### src/rtl/noc_pkg.sv
// noc_pkg: helpers shared by the NoC flit serializer and deserializer.
//   flit_width() - payload bits carried by one flit for a given beat width
//                  and serialization factor.
// flit_t is declared locally by each user because its field widths follow
// that module's own parameters.
package noc_pkg;

    function automatic int unsigned flit_width(input int unsigned tdata_width,
                                               input int unsigned factor);
        return tdata_width / factor;
    endfunction

endpackage

### src/rtl/flit_fifo.sv
// flit_fifo: synchronous FIFO of flits {data, dest, is_tail}.
//   clk, rst_n         clock, asynchronous active-low reset
//   wr_en              push a flit (ignored while full)
//   wr_data/dest/tail  flit being pushed
//   rd_en              pop the head flit (ignored while empty)
//   full, empty        occupancy flags
//   head_data/dest/tail head flit, read combinationally
module flit_fifo #(
    parameter int unsigned FLIT_WIDTH  = 128,
    parameter int unsigned TDEST_WIDTH = 6,
    parameter int unsigned DEPTH       = 4
) (
    input  logic                   clk,
    input  logic                   rst_n,
    input  logic                   wr_en,
    input  logic [FLIT_WIDTH-1:0]  wr_data,
    input  logic [TDEST_WIDTH-1:0] wr_dest,
    input  logic                   wr_tail,
    input  logic                   rd_en,
    output logic                   full,
    output logic                   empty,
    output logic [FLIT_WIDTH-1:0]  head_data,
    output logic [TDEST_WIDTH-1:0] head_dest,
    output logic                   head_tail
);
    localparam int unsigned AW = (DEPTH > 1) ? $clog2(DEPTH) : 1;

    typedef struct packed {
        logic [FLIT_WIDTH-1:0]  data;
        logic [TDEST_WIDTH-1:0] dest;
        logic                   is_tail;
    } flit_t;

    flit_t        mem [DEPTH];
    logic [AW:0]  wr_ptr;    // MSB is the wrap bit
    logic [AW:0]  rd_ptr;
    logic         push;
    logic         pop;

    // Index wraps at DEPTH-1 so non-power-of-two depths also work.
    function automatic logic [AW:0] ptr_next(input logic [AW:0] p);
        if (p[AW-1:0] == AW'(DEPTH - 1))
            return {~p[AW], {AW{1'b0}}};
        return p + (AW + 1)'(1);
    endfunction

    assign empty = (wr_ptr == rd_ptr);
    assign full  = (wr_ptr[AW] != rd_ptr[AW]) && (wr_ptr[AW-1:0] == rd_ptr[AW-1:0]);
    assign push  = wr_en && !full;
    assign pop   = rd_en && !empty;

    always_ff @(posedge clk or negedge rst_n) begin
        if (!rst_n) begin
            wr_ptr <= '0;
            rd_ptr <= '0;
        end else begin
            if (push) wr_ptr <= ptr_next(wr_ptr);
            if (pop)  rd_ptr <= ptr_next(rd_ptr);
        end
    end

    always_ff @(posedge clk) begin
        if (push) mem[wr_ptr[AW-1:0]] <= '{data: wr_data, dest: wr_dest, is_tail: wr_tail};
    end

    assign head_data = mem[rd_ptr[AW-1:0]].data;
    assign head_dest = mem[rd_ptr[AW-1:0]].dest;
    assign head_tail = mem[rd_ptr[AW-1:0]].is_tail;

endmodule

### src/rtl/axis_flit_deserializer.sv
// axis_flit_deserializer: NoC receive endpoint. Buffers credit-flow-controlled
// flits, returns one credit per popped flit and packs SERIALIZATION_FACTOR
// flits (fewer on a tail) into one AXI-Stream beat, flit 0 in the LSBs.
//   clk, rst_n                  clock, asynchronous active-low reset
//   data_in/dest_in/is_tail_in  incoming flit, qualified by send_in
//   credit_out                  one-cycle pulse per popped flit
//   axis_t*                     AXI-Stream master (valid/ready/data/last/dest)
//   overflow_err                sticky: a flit arrived while the FIFO was full
module axis_flit_deserializer
    import noc_pkg::*;
#(
    parameter  int unsigned TDEST_WIDTH          = 6,
    parameter  int unsigned TDATA_WIDTH          = 512,
    parameter  int unsigned SERIALIZATION_FACTOR = 4,
    parameter  int unsigned FLIT_BUFFER_DEPTH    = 4,
    localparam int unsigned FLIT_WIDTH           = flit_width(TDATA_WIDTH, SERIALIZATION_FACTOR)
) (
    input  logic                   clk,
    input  logic                   rst_n,
    input  logic [FLIT_WIDTH-1:0]  data_in,
    input  logic [TDEST_WIDTH-1:0] dest_in,
    input  logic                   is_tail_in,
    input  logic                   send_in,
    output logic                   credit_out,
    output logic                   axis_tvalid,
    input  logic                   axis_tready,
    output logic [TDATA_WIDTH-1:0] axis_tdata,
    output logic                   axis_tlast,
    output logic [TDEST_WIDTH-1:0] axis_tdest,
    output logic                   overflow_err
);
    localparam int unsigned CW = $clog2(SERIALIZATION_FACTOR);

    logic                   fifo_full;
    logic                   fifo_empty;
    logic [FLIT_WIDTH-1:0]  head_data;
    logic [TDEST_WIDTH-1:0] head_dest;
    logic                   head_tail;

    logic [CW-1:0]          cnt;
    logic [TDATA_WIDTH-1:0] asm_data;
    logic [TDEST_WIDTH-1:0] asm_dest;
    logic [TDATA_WIDTH-1:0] merged;
    logic [TDEST_WIDTH-1:0] beat_dest;
    logic                   completing;
    logic                   pop;

    flit_fifo #(
        .FLIT_WIDTH (FLIT_WIDTH),
        .TDEST_WIDTH(TDEST_WIDTH),
        .DEPTH      (FLIT_BUFFER_DEPTH)
    ) u_fifo (
        .clk      (clk),
        .rst_n    (rst_n),
        .wr_en    (send_in),
        .wr_data  (data_in),
        .wr_dest  (dest_in),
        .wr_tail  (is_tail_in),
        .rd_en    (pop),
        .full     (fifo_full),
        .empty    (fifo_empty),
        .head_data(head_data),
        .head_dest(head_dest),
        .head_tail(head_tail)
    );

    assign completing = (cnt == CW'(SERIALIZATION_FACTOR - 1)) || head_tail;
    // Only a completing flit needs room in the output register.
    assign pop        = !fifo_empty && (!completing || !axis_tvalid || axis_tready);
    assign beat_dest  = (cnt == '0) ? head_dest : asm_dest;

    // Slots above cnt stay zero because the assembly register is cleared
    // whenever a beat completes.
    always_comb begin
        merged = asm_data;
        for (int unsigned i = 0; i < SERIALIZATION_FACTOR; i++) begin
            if (CW'(i) == cnt) merged[i*FLIT_WIDTH +: FLIT_WIDTH] = head_data;
        end
    end

    always_ff @(posedge clk or negedge rst_n) begin
        if (!rst_n) begin
            overflow_err <= 1'b0;
        end else if (send_in && fifo_full) begin
            overflow_err <= 1'b1;
        end
    end

    always_ff @(posedge clk or negedge rst_n) begin
        if (!rst_n) begin
            cnt         <= '0;
            asm_data    <= '0;
            asm_dest    <= '0;
            axis_tvalid <= 1'b0;
            axis_tdata  <= '0;
            axis_tlast  <= 1'b0;
            axis_tdest  <= '0;
            credit_out  <= 1'b0;
        end else begin
            credit_out <= pop;
            if (axis_tvalid && axis_tready) axis_tvalid <= 1'b0;
            if (pop) begin
                if (completing) begin
                    // A reload here overrides the handshake clear above.
                    axis_tvalid <= 1'b1;
                    axis_tdata  <= merged;
                    axis_tlast  <= head_tail;
                    axis_tdest  <= beat_dest;
                    cnt         <= '0;
                    asm_data    <= '0;
                end else begin
                    asm_data <= merged;
                    asm_dest <= beat_dest;
                    cnt      <= cnt + CW'(1);
                end
            end
        end
    end

endmodule

### config.mk
export PLATFORM = sky130hd
export DESIGN_NAME = axis_flit_deserializer
export DESIGN_NICKNAME = d
export VERILOG_FILES = /design/src/rtl/noc_pkg.sv /design/src/rtl/flit_fifo.sv /design/src/rtl/axis_flit_deserializer.sv
export SDC_FILE = /design/constraint.sdc
export NUM_CORES = 2
export LEC_CHECK = 0
export BUFFER_PORTS_ARGS = -buffer_cell sky130_fd_sc_hd__buf_2
export CAP_MARGIN = 5
export CORE_ASPECT_RATIO = 0.7
export CORE_MARGIN = 1.5
export CORE_UTILIZATION = 30
export DETAILED_ROUTE_END_ITERATION = 10
export GPL_TIMING_DRIVEN = 0
export RECOVER_POWER = 50
export SYNTH_ARGS = -nofsm -noshare
export SYNTH_HDL_FRONTEND = slang
export SYNTH_SLANG_ARGS = --single-unit
### constraint.sdc
create_clock -name clk -period 14.2 [get_ports clk]
set_clock_uncertainty 0.2 [all_clocks]
set_input_delay 4.26 -clock clk [delete_from_list [all_inputs] [get_ports clk]]
set_output_delay 4.26 -clock clk [all_outputs]
set_load 0.02 [all_outputs]
==> results_dict.tcl <==
set metrics [dict create \
    comb_power_share 0.486 \
    cts_sinks 1588 \
    crit_family "buffers and inverters" \
    p_leak_nw 30.68 \
    seq_power_share 0.316 \
    clkLatencyLatePin_ps 810 \
    synth_cell_types 39 \
    async_reset_ff_frac 0.6599 \
    mostFrequentLayoutCells "1048 x dfrtp_1, 745 x buf_2, 540 x edfxtp_1, 514 x a31oi_1, 514 x mux2i_1" \
    final-instance-count-excl-fill 8043 \
    antenna_left 0 \
    critPathSlowestCell "clkbuf_1" \
    holdBufCountCts 0 \
    rsz0062_at_grt "false" \
    die_w_um 551.4 \
    maxCapViolCount 17 \
    worstSetupStartpointType "primary input" \
    timing_hold_violations_final 0 \
    cp_cell_sequence "clkbuf_1 -> inv_1 -> a31oi_1 -> and2_0 -> clkbuf_1 -> clkbuf_1" \
    io_buffers 660 \
    r2r_slack_ps 7210 \
    final_max_slew_viol_count 496 \
    cts_setup_buffers 0 \
    place_inst 7730 \
    die_area_um2 213300 \
    dp_hpwl_um 160600 \
    cp.required_ps 14330 \
    grt_overflow 0 \
    grt_max_degree 175 \
    cts.reportedPaths.clkPinSlew_ps 60 \
    drive_gt1_frac 0.2260 \
    ioPinCount 661 \
    whs_ps 273.8 \
    critPathCaptureType "register" \
    design_area_um2 75790 \
    cts_tree "done" \
    numCtsBuffers 168 \
    ys.flop_type "dfrtp_1" \
    p_int_mw 12.45 \
    p_per_area_nw_per_um2 300.8 \
    period_share 0.6901 \
    setup.worst_path.class "primary input to register" \
    gr-usage-all-layers 0.2103 \
    firstDrtPassIters 7 \
    synth_enable_flop_cells 540 \
    grt_pass1_vias 42366 \
    max_stage_delay_ps 1830 \
    max_freq_mhz 102.1 \
    nets 5279 \
    setup_viol 0 \
    die_y_um 386.9 \
    relSlewSlack -1.671 \
    tightestPinTransition_ps 4007 \
    core_um2 208600 \
    area_growth_pct 20.00 \
    status "finished, violations left" \
    p_clk_frac 0.198 \
    wl_per_cell_um 28.57 \
    grt_pass1_wl_um 323400 \
    switchingPower_mw 10.35 \
    drt-total-wl_um 229800 \
    cts_buffer_depth 4 \
    period_needed_ps 9799 \
    viasPerCell 5.402 \
    placed_cell_area_um2 70690 \
    hold_class "register to register" \
    post_cts_resized 0 \
    power_mw 22.80 \
    drtIter0Drc 4620 \
    ys_seq_area_frac 0.6719 \
    gp_congestion 0.8307 \
    cts.htree.levels 4 \
    path_buf_inv 4 \
    vias 43452 \
    syn_inst 4271 \
    synth_nets 4419 \
    syn_area_per_cell_um2 14.79 \
    setup-tns-final_ps 0 \
    synth_area_um2 63160 \
    floorplan.initialDensity 0.3027 \
    row_count 140 \
    antenna_found_initial 45 \
    cpMostUsedCell "clkbuf_1" \
    yosysWarnings 0 \
    drcViolationCount 0 \
    final_common_cell "dfrtp_1" \
    synth-seq-cells 1588 \
    cts_root_buf "clkbuf_16" \
    violations "capacitance limit, slew limit" \
    ir_drop_v 0.0002232 \
    cp.arrival_ps 9930 \
    sw_frac_of_total 0.4540 \
    worst-path-max-fanout 33 \
]
cells by family after synthesis:
logic type                 Yosys count  share of synthesized area
AOI/OAI and AO/OA                 1424                     0.1466
xor gates and xnor gates             4                  0.0005548
adders and majority gates            9                   0.001783
buffers and inverters              425                    0.03126
DFF                               1588                     0.6719
muxes                              668                     0.1329
and+or+nand+nor                    153                    0.01498
area by class of cell:
class,count,area [um^2]
Inverter,6,22.52
Fill cell,19930,132800
Clock buffer,227,4721
Multi-Input combinational cell,2258,18730
Sequential cell,1588,42440
Clock inverter,74,815.8
Buffer,419,1936
Antenna cell,12,30.03
Tap cell,2769,3465
Timing Repair Buffer,690,3637
worst paths after layout:
path / start / endpoint / cells past startpoint
max in group asynchronous: rst_n / axis_tdata[204] / 4
min reg2reg: overflow_err / overflow_err / 1
max: send_in / u_fifo.mem[1][84] / 6
min: overflow_err / overflow_err / 1
max reg2reg: u_fifo.rd_ptr[0] / u_fifo.mem[1][84] / 6
min in group asynchronous: rst_n / axis_tdata[380] / 1
cell usage after synthesis, drive strengths merged, types with 4 or more instances:
cell,n,area share
nor2b,4,0.00040
nor2,4,0.00028
a22o,384,0.053
mux4,134,0.048
dfrtp,1048,0.42
buf,251,0.021
and2,132,0.013
inv,6,0.00036
clkbuf,168,0.010
edfxtp,540,0.26
mux2i,514,0.082
a31oi,514,0.051
ha,9,0.0018
mux2,20,0.0036
a21oi,513,0.041
state kept, by name, indices dropped and copies added (netlist names):
signal         cells
asm_data         512
asm_dest           6
axis_tdest         6
u_fifo.rd_ptr      3
u_fifo.wr_ptr      3
cnt                2
axis_tlast         1
u_fifo.mem       540
axis_tdata       512
axis_tvalid        1
overflow_err       1
credit_out         1
routing by layer:
metal | routed length [um] | GRT usage
met3 | 16220 | 0.03600
met5 | 23 | 0
met2 | 103200 | 0.3187
met4 | 6401 | 0.05551
met1 | 103900 | 0.3094
stage by stage:
| step | setup slack, ps | util |
|---|---|---|
| 2_1_floorplan | 5695 | - |
| 3_3_place_gp | -14480 | 0.3352 |
| 3_5_place_dp | 6497 | 0.3388 |
| 4_1_cts | 7354 | 0.3654 |
| 5_1_grt | 3968 | 0.3632 |
| 6_report | 4401 | 0.3633 |
worst register-to-register path, stage by stage (launching register included):
cell,delay (ps)
dfrtp_1,370
buf_2,180
xnor2_1,190
a31oi_1,470
and2_0,1460
clkbuf_1,1700
clkbuf_1,1860
power by group through the flow:
stage               Clock, mW  Combinational [mW]  Sequential [mW]
global placement            0                10.9             7.32
global route             4.77                11.8             7.32
detailed placement          0                11.2             7.22
floorplan                   0                5.73             7.97
finish                   4.51                11.1             7.20
CTS                      4.60                11.2             7.15
Note: power is estimated with default switching activity, not from simulation.
